===== config.mk =====
export PLATFORM = sky130hd
export DESIGN_NAME = core_sequencer
export DESIGN_NICKNAME = d
export VERILOG_FILES = /design/src/rtl/core_sequencer.sv
export SDC_FILE = /design/constraint.sdc
export NUM_CORES = 1
export LEC_CHECK = 0
export CORE_MARGIN = 4
export CORE_UTILIZATION = 30
export CTS_BUF_LIST = sky130_fd_sc_hd__clkbuf_2
export DETAILED_ROUTE_END_ITERATION = 6
export PLACE_DENSITY = 0.57
export SETUP_SLACK_MARGIN = 0.15
export SLEW_MARGIN = 40
export SYNTH_ARGS = -nofsm -noshare
export SYNTH_HDL_FRONTEND = slang
export SYNTH_SLANG_ARGS = --single-unit
export TNS_END_PERCENT = 10

===== constraint.sdc =====
create_clock -name clock -period 2.1 [get_ports clock]
set_input_delay 0.315 -clock clock [delete_from_list [all_inputs] [get_ports clock]]
set_output_delay 0.315 -clock clock [all_outputs]
set_load 0.01 [all_outputs]

===== src/rtl/core_sequencer.sv =====
// Instruction-cycle sequencer: fetch/decode/execute/memory/writeback with request timeout.
// Define CORE_SEQUENCER_TRAP_EN to make SYSTEM halt and ILLEGAL fault; otherwise both retire like FENCE.
//
// state     | meaning
// FETCH     | request instruction word, load IR on mem_ready
// DECODE    | capture instruction class
// EXECUTE   | resolve class: branch/fence retire here, others move on
// MEMORY    | hold load/store request until mem_ready
// WRITEBACK | write rd and advance PC (target for JAL/JALR)
// HALT      | terminal, halted asserted
// FAULT     | terminal, fault asserted (timeout or illegal)
module core_sequencer #(
  parameter int unsigned TIMEOUT_CYCLES = 16
) (
  input  logic        clock,
  input  logic        reset,
  input  logic        run_enable,
  input  logic [2:0]  instr_class,
  input  logic        branch_taken,
  input  logic        mem_ready,
  output logic        fetch_req,
  output logic        ir_load,
  output logic        mem_rd_req,
  output logic        mem_wr_req,
  output logic        rd_write_enable,
  output logic        pc_load,
  output logic        pc_sel,
  output logic        halted,
  output logic        fault,
  output logic [2:0]  state,
  output logic [31:0] instret
);

  typedef enum logic [2:0] {
    FETCH     = 3'd0,
    DECODE    = 3'd1,
    EXECUTE   = 3'd2,
    MEMORY    = 3'd3,
    WRITEBACK = 3'd4,
    HALT      = 3'd5,
    FAULT     = 3'd6
  } seqState_t;

  localparam logic [2:0] CLS_ALU     = 3'd0;
  localparam logic [2:0] CLS_LOAD    = 3'd1;
  localparam logic [2:0] CLS_STORE   = 3'd2;
  localparam logic [2:0] CLS_BRANCH  = 3'd3;
  localparam logic [2:0] CLS_JUMP    = 3'd4;
  localparam logic [2:0] CLS_SYSTEM  = 3'd5;
  localparam logic [2:0] CLS_FENCE   = 3'd6;
  localparam logic [2:0] CLS_ILLEGAL = 3'd7;

  localparam logic [7:0] TOUT_LAST = 8'(TIMEOUT_CYCLES - 1);

  seqState_t  curState;
  seqState_t  nxtState;
  logic [2:0] classQ;
  logic [7:0] toutCnt;
  logic       reqActive;
  logic       toutHit;
  logic       fetchReq;
  logic       irLoad;
  logic       memRdReq;
  logic       memWrReq;
  logic       rdWe;
  logic       pcLoad;
  logic       pcSel;
  logic       haltedInt;
  logic       faultInt;

  // Request activity derived from state only, so the timeout path has no loop through the output decode.
  assign reqActive = ((curState == FETCH) && run_enable) || (curState == MEMORY);
  assign toutHit   = reqActive && run_enable && !mem_ready && (toutCnt == TOUT_LAST);

  always_ff @(posedge clock or posedge reset) begin
    if (reset) begin
      curState <= FETCH;
    end else begin
      curState <= nxtState;
    end
  end

  always_ff @(posedge clock or posedge reset) begin
    if (reset) begin
      classQ <= CLS_ALU;
    end else if (curState == DECODE) begin
      classQ <= instr_class;
    end
  end

  always_ff @(posedge clock or posedge reset) begin
    if (reset) begin
      toutCnt <= 8'd0;
    end else if ((curState != FETCH) && (curState != MEMORY)) begin
      toutCnt <= 8'd0;
    end else if (reqActive && mem_ready) begin
      toutCnt <= 8'd0;
    end else if (reqActive && run_enable && (toutCnt != TOUT_LAST)) begin
      toutCnt <= toutCnt + 8'd1;
    end
  end

  always_ff @(posedge clock or posedge reset) begin
    if (reset) begin
      instret <= 32'd0;
    end else if (pcLoad) begin
      instret <= instret + 32'd1;
    end
  end

  always_comb begin
    nxtState  = curState;
    fetchReq  = 1'b0;
    irLoad    = 1'b0;
    memRdReq  = 1'b0;
    memWrReq  = 1'b0;
    rdWe      = 1'b0;
    pcLoad    = 1'b0;
    pcSel     = 1'b0;
    haltedInt = 1'b0;
    faultInt  = 1'b0;
    case (curState)
      FETCH: begin
        fetchReq = run_enable;
        if (run_enable && mem_ready) begin
          irLoad   = 1'b1;
          nxtState = DECODE;
        end else if (toutHit) begin
          nxtState = FAULT;
        end
      end
      DECODE: begin
        nxtState = EXECUTE;
      end
      EXECUTE: begin
        case (classQ)
          CLS_ALU, CLS_JUMP: begin
            nxtState = WRITEBACK;
          end
          CLS_LOAD, CLS_STORE: begin
            nxtState = MEMORY;
          end
          CLS_BRANCH: begin
            pcLoad   = 1'b1;
            pcSel    = branch_taken;
            nxtState = FETCH;
          end
          CLS_FENCE: begin
            pcLoad   = 1'b1;
            nxtState = FETCH;
          end
`ifdef CORE_SEQUENCER_TRAP_EN
          CLS_SYSTEM: begin
            nxtState = HALT;
          end
          CLS_ILLEGAL: begin
            nxtState = FAULT;
          end
`else
          CLS_SYSTEM, CLS_ILLEGAL: begin
            pcLoad   = 1'b1;
            nxtState = FETCH;
          end
`endif
          default: begin
            nxtState = FAULT;
          end
        endcase
      end
      MEMORY: begin
        if (classQ == CLS_LOAD) begin
          memRdReq = 1'b1;
        end else begin
          memWrReq = 1'b1;
        end
        // Completion beats a timeout expiring in the same cycle.
        if (mem_ready) begin
          if (classQ == CLS_LOAD) begin
            nxtState = WRITEBACK;
          end else begin
            pcLoad   = 1'b1;
            nxtState = FETCH;
          end
        end else if (toutHit) begin
          nxtState = FAULT;
        end
      end
      WRITEBACK: begin
        rdWe     = 1'b1;
        pcLoad   = 1'b1;
        pcSel    = (classQ == CLS_JUMP);
        nxtState = FETCH;
      end
      HALT: begin
`ifdef CORE_SEQUENCER_TRAP_EN
        haltedInt = 1'b1;
`endif
        nxtState  = HALT;
      end
      FAULT: begin
        faultInt = 1'b1;
        nxtState = FAULT;
      end
      default: begin
        nxtState = FAULT;
      end
    endcase
  end

  // Fetch-side outputs are combinational on run_enable/mem_ready, so keep them quiet while reset is held.
  assign fetch_req       = fetchReq && !reset;
  assign ir_load         = irLoad && !reset;
  assign mem_rd_req      = memRdReq;
  assign mem_wr_req      = memWrReq;
  assign rd_write_enable = rdWe;
  assign pc_load         = pcLoad;
  assign pc_sel          = pcSel;
  assign halted          = haltedInt;
  assign fault           = faultInt;
  assign state           = curState;

endmodule


# [After elaboration in Yosys (flattened, before gate mapping)]
# Index checks and enable logic that the tools add are counted.
[op_classes] reduce_logical=20 n_eq_ne=16 addsub=2 mux=23
[op_table] cell="$add A32 B1 Y32 const B" count=1
[op_table] cell="$mux W8" count=3
[op_table] cell="$eq A3 B3 Y1 const B" count=7
[op_table] cell="$pmux W3 S6" count=1
[op_table] cell="$eq A3 B2 Y1 const B" count=4
[op_table] cell="$mux W1" count=12
[op_table] cell="$mux W3" count=4
[op_table] cell="$logic_and A1 B1 Y1" count=10
[op_table] cell="$pmux W3 S3" count=1
[op_table] cell="$add A8 B1 Y8 const B" count=1
[op_table] cell="$eq A8 B4 Y1 const B" count=1
[op_table] cell="$ne A8 B4 Y1 const B" count=1
[op_table] cell="$eq A3 B1 Y1 const B" count=2
[op_table] cell="$logic_not A3 Y1" count=2
[op_table] cell="$reduce_bool A3 Y1" count=2
[op_table] cell="$reduce_or A2 Y1" count=2
[op_table] cell="$reduce_or A4 Y1" count=1
[op_table] cell="$ne A3 B2 Y1 const B" count=1
[op_table] cell="$pmux W1 S3" count=1
[op_table] cell="$logic_not A1 Y1" count=2
[op_table] cell="$pmux W1 S2" count=1
[op_table] cell="$logic_or A1 B1 Y1" count=1
[word_totals] elab_cells=65 inputBits=8 out_inout_bits=44 register_bits=46

# [Depth between registers and ports, before layout]
# Gate-level depths: netlist (run 1).
[logic_depth] depth_word=9 depth_mapped=7 mapped_depth_nobuf=6

# [Worst setup path before layout (run 1)]
# No wires, ideal clock.
[synth_path] kind="register to register" start="register instret[0]" end="register instret[30]" required_ns=1.975 setup_slack_ns=0.221 setup_time_ns=0.125 path_stages_with_launch=7 path_buffers=0 period_less_slack_ns=1.879 arrival_ns=1.754 path_cell_list="dfrtp_1 ha_1 nand2_1 or4_4 nor3_2 nand3_1 xnor2_1"
[synth_between] elab_chain_len=1
[synth_rtl] element="start, declared" line_no="31" text="output logic [31:0] instret"
[synth_rtl] element="start signal, assigned" line_no="107" text="instret <= instret + 32'd1;"
[synth_rtl] element="$add A32 B1 Y32" line_no="107"
# Every way passes these cells.
# A chain may end at the register's enable or synchronous reset.

# [Worst setup path after layout (run 1)]
[layout_path] start="register classQ[2]" end="output pc_load"
[layout_between] elab_chain_len=4 elab_cells_between_ends=10 classes_between="eq/ne: 5; mux: 4; reduce/logical: 1"
[layout_rtl] element="start, declared" line_no="57" text="logic [2:0] classQ;"
[layout_rtl] element="start signal, assigned" line_no="87" text="classQ <= instr_class;"
[layout_rtl] element="$eq A3 B3 Y1 (tied with other cells)" line_no="136" text="case (classQ)"
[layout_rtl] element="$reduce_or A4 Y1 (no source line) or $mux W1 (tied branches)"
[layout_rtl] element="$mux W1, on equally long branches" line_no="136, 177"
[layout_rtl] element="$pmux W1 S3 *" line_no="122" text="case (curState)"
[layout_rtl] element="end, declared" line_no="26" text="output logic pc_load,"
# Mark *: on every way between the ends. The rest lies on a longest branch, timed or not.

==> impl_metrics.yaml, run 1 <==
status:
  status: "complete, but fails checks"
  violations: "negative setup slack"
detailed_routing:
  vias: 2031
  drt-vias-per-instance: 4.85
  postRouteAntennaNets: 0
  drc: 0
  drt_first_pass_iters: 4
  wire_per_inst_um: 14.3
  wl_mm: 5.97
  drt_iter0_drc: 71
sta:
  slew_viol_final: 0
  skew_ns: 0.0236
  grt_setup_unrepaired: "true"
  report.final.setup_viol: 1
  fin_ws_ns: -0.0440
  holdWs_ns: 0.275
  hold_viol_final: 0
  post-route-period-util_pct: 102
  fin_crit_ns: 2.14
  setup_tns_ns: -0.0440
  timing.fmax_ghz: 0.466
run:
  cap_viol_max_count: 0
yosys:
  avgSynthCellArea_um2: 10.5
  synth_edf_count: 0
  synth_top_family_by_area: "simple AND/OR/NAND/NOR gates"
  yosysSeqAreaShare_pct: 46.9
  synthMuxAreaShare_pct: 2.19
  syn_area_mm2: 0.00245
  synthFlopType: "dfrtp_1"
  syn_nets: 243
  synth-adder-area-share_pct: 1.43
  synth-xor-area-share_pct: 13.6
  async_flop_share_pct: 100
  synth_warnings: 0
  yosys_register_bits: 46
  synthCells: 233
  ys_types: 53
  synth_simple_gate_area_share_pct: 28.6
  synth_compound_gate_area_share_pct: 4.69
final_layout:
  fin_area_mm2: 0.00354
  syn2layout_area_growth_pct: 44.5
  antenna_cells: 0
  nets: 326
  final_common_cell: "clkdlybuf4s50_1"
  layout-drive-gt1-share_pct: 29.3
  fillers: 782
  final_cell_mix: "39 x clkdlybuf4s50_1, 37 x dfrtp_1, 27 x xor2_1, 27 x buf_4, 16 x nor2_1"
clock_tree:
  cts_hold_buffers: 0
  clkTransAtPathRegs_ns: 0.23
  worstSkewPairLatency_ns: 0.43
  htree_levels: 2
  cts_buffer_depth: 2
  cts_sinks: 46
  cts_tree: "done"
  cts_buffers: 5
  cts-root-buf: "clkbuf_2"
hold_path:
  min_path_type: "in2async"
floorplanning:
  start_util_pct: 31.3
  fp-row-count: 32
  core_area_mm2: 0.00785
  fp.dieH_um: 98.4
  ioPinCount: 52
  dieWidth_um: 98.4
  die-area_mm2: 0.00968
critical_path:
  cp_top_family: "flip-flops"
  reg2regPathDepth: 7
  max_stage_delay_ns: 0.46
  r2r_slack_ns: 0.15
  start_kind: "flop"
  crit_path_end_kind: "primary output"
  r2r_end: "instret[24]"
  crit_path_cell_trace: "buf_6, maj3_2, a22o_4, nor2_8, inv_2, buf_6"
  cpMostUsedCell: "buf_6"
  crit_buf_inv: 3
  crit_type: "reg2out"
  slowest_stage: "dfrtp_1"
  critPathMaxFanout: 3
  cp.arrival_ns: 1.83
  critical_path_required_ns: 1.78
  timing.rr.start: "classQ[2]"
power_and_ir_drop:
  p_leak_nw: 1.64
  totalPowerFinal_mw: 1.55
  power.density_mw_per_mm2: 436
  ir_drop_mv: 0.245
grt:
  grt_pass1_wl_mm: 10.2
  grt_overflow_total: 0
  grt_pass1_vias: 2069
  grt_max_degree: 47
  grtUsageTotal_pct: 12.8
  antenna_found_initial: 0
place:
  io_buffers: 50
  post-place-ws_ns: -0.0973
  gp_congestion: 0.805
  placed_area_mm2: 0.00322
  dp.final_hpwl_mm: 4.10
[worst max-delay path by stage]
stage               start           to  slack (ns)  depth (start not counted)
3_3_place_gp    mem_ready      pc_load       -0.09                          6
6_report        classQ[2]      pc_load       -0.04                          6
5_1_grt         classQ[2]      pc_load       -0.13                          6
2_1_floorplan  instret[0]  instret[30]        0.22                          6
4_1_cts         classQ[2]      pc_load       -0.09                          6
3_5_place_dp    mem_ready      pc_load        -0.1                          6
[worst register-to-register path, stage by stage, from the launching register on]
cell and delay, ns:
dfrtp_1 0.46, buf_6 0.13, maj3_2 0.29, a22o_4 0.28, buf_4 0.14, o211ai_2 0.30
nor3_1 0.12, xor2_1 0.15
[per-stage QoR]
stage	instances	util, %
final	419	45.2
after global routing	419	45.2
after CTS	418	43.9
after detailed placement	400	41.0
after global placement	400	41.0
after floorplan	233	-
[cell usage after synthesis (2+ instances only)]
| cell | n | area share, % |
|---|---|---|
| a21oi_1 | 4 | 0.82 |
| and3_1 | 6 | 1.5 |
| and4b_1 | 2 | 0.82 |
| clkbuf_1 | 4 | 0.61 |
| dfrtp_1 | 46 | 47 |
| ha_1 | 2 | 1.0 |
| inv_1 | 4 | 0.61 |
| mux2_2 | 3 | 1.4 |
| mux2i_1 | 2 | 0.82 |
| nand2_1 | 15 | 2.3 |
| nand2b_1 | 2 | 0.51 |
| nand3_1 | 12 | 2.4 |
| nand3_2 | 2 | 0.82 |
| nand3b_1 | 3 | 0.92 |
| nand4_1 | 8 | 2.0 |
| nor2_1 | 17 | 2.6 |
| nor2b_1 | 2 | 0.51 |
| nor3_1 | 15 | 3.1 |
| nor3_2 | 2 | 0.82 |
| nor3b_1 | 6 | 1.8 |
| nor4_1 | 3 | 0.77 |
| nor4_2 | 2 | 1.0 |
| nor4b_2 | 2 | 1.2 |
| o21ai_0 | 3 | 0.61 |
| or4_4 | 2 | 0.92 |
| xnor2_1 | 11 | 3.9 |
| xor2_1 | 27 | 9.6 |
[per-layer routing]
| metal | global-route usage (%) | vias up | part of all wire (%) |
|---|---|---|---|
| met5 | 0 | - | 0 |
| met4 | 4.52 | 0 | 0.95 |
| met3 | 3.18 | 6 | 4.1 |
| met2 | 19.2 | 52 | 48 |
| met1 | 17.9 | 982 | 47 |
| li1 | - | 991 | - |
[logic make-up after synthesis]
| logic type | after synthesis |
|---|---|
| buffers and inverters | 12 |
| AO/OA/AOI/OAI | 16 |
| multiplexers | 5 |
| XOR/XNOR | 38 |
| adder cells (fa/ha/maj) | 3 |
| AND/OR/NAND/NOR | 112 |
| flip-flops | 46 |
| other | 1 |
[repair_timing]
action,in CTS,in global routing
pin swaps,5,22
gates resized for setup,36,34
endpoints found under the setup margin,16,33
setup buffers,10,1
[layout make-up]
| type | instances | area (µm²) | area share [%] |
|---|---|---|---|
| clock inverter | 3 | 63.8 | 1.80 |
| tap | 102 | 128 | 3.60 |
| timing repair buffer | 83 | 773 | 21.8 |
| sequential | 46 | 1160 | 32.8 |
| clock buffer | 5 | 25.0 | 0.706 |
| multi-input combinational | 175 | 1370 | 38.7 |
| inverter | 5 | 18.8 | 0.530 |
[flip-flops by register name, indices dropped and copies added, names as in the netlist]
signal	cells
toutCnt	8
state	3
instret	32
classQ	3
[where the power goes]
group	leakage, nW	internal (mW)	switching, mW
Sequential	0.610	0.888	0
Clock	0.0506	0.316	0.298
Combinational	0.983	0.0184	0.0253
Total	1.64	1.22	0.323
(Power assumes the default switching activity.)
==> run 2, diff against run 1 <==
--- a/config.mk
+++ b/config.mk
@@ -8,6 +8,7 @@
 export CORE_MARGIN = 4
 export CORE_UTILIZATION = 30
 export CTS_BUF_LIST = sky130_fd_sc_hd__clkbuf_2
+export CTS_CLUSTER_SIZE = 16
 export DETAILED_ROUTE_END_ITERATION = 6
 export PLACE_DENSITY = 0.57
 export SETUP_SLACK_MARGIN = 0.15
==> results of run 2 <==
The final DEF is identical to that of run 1; final timing and power are the same.
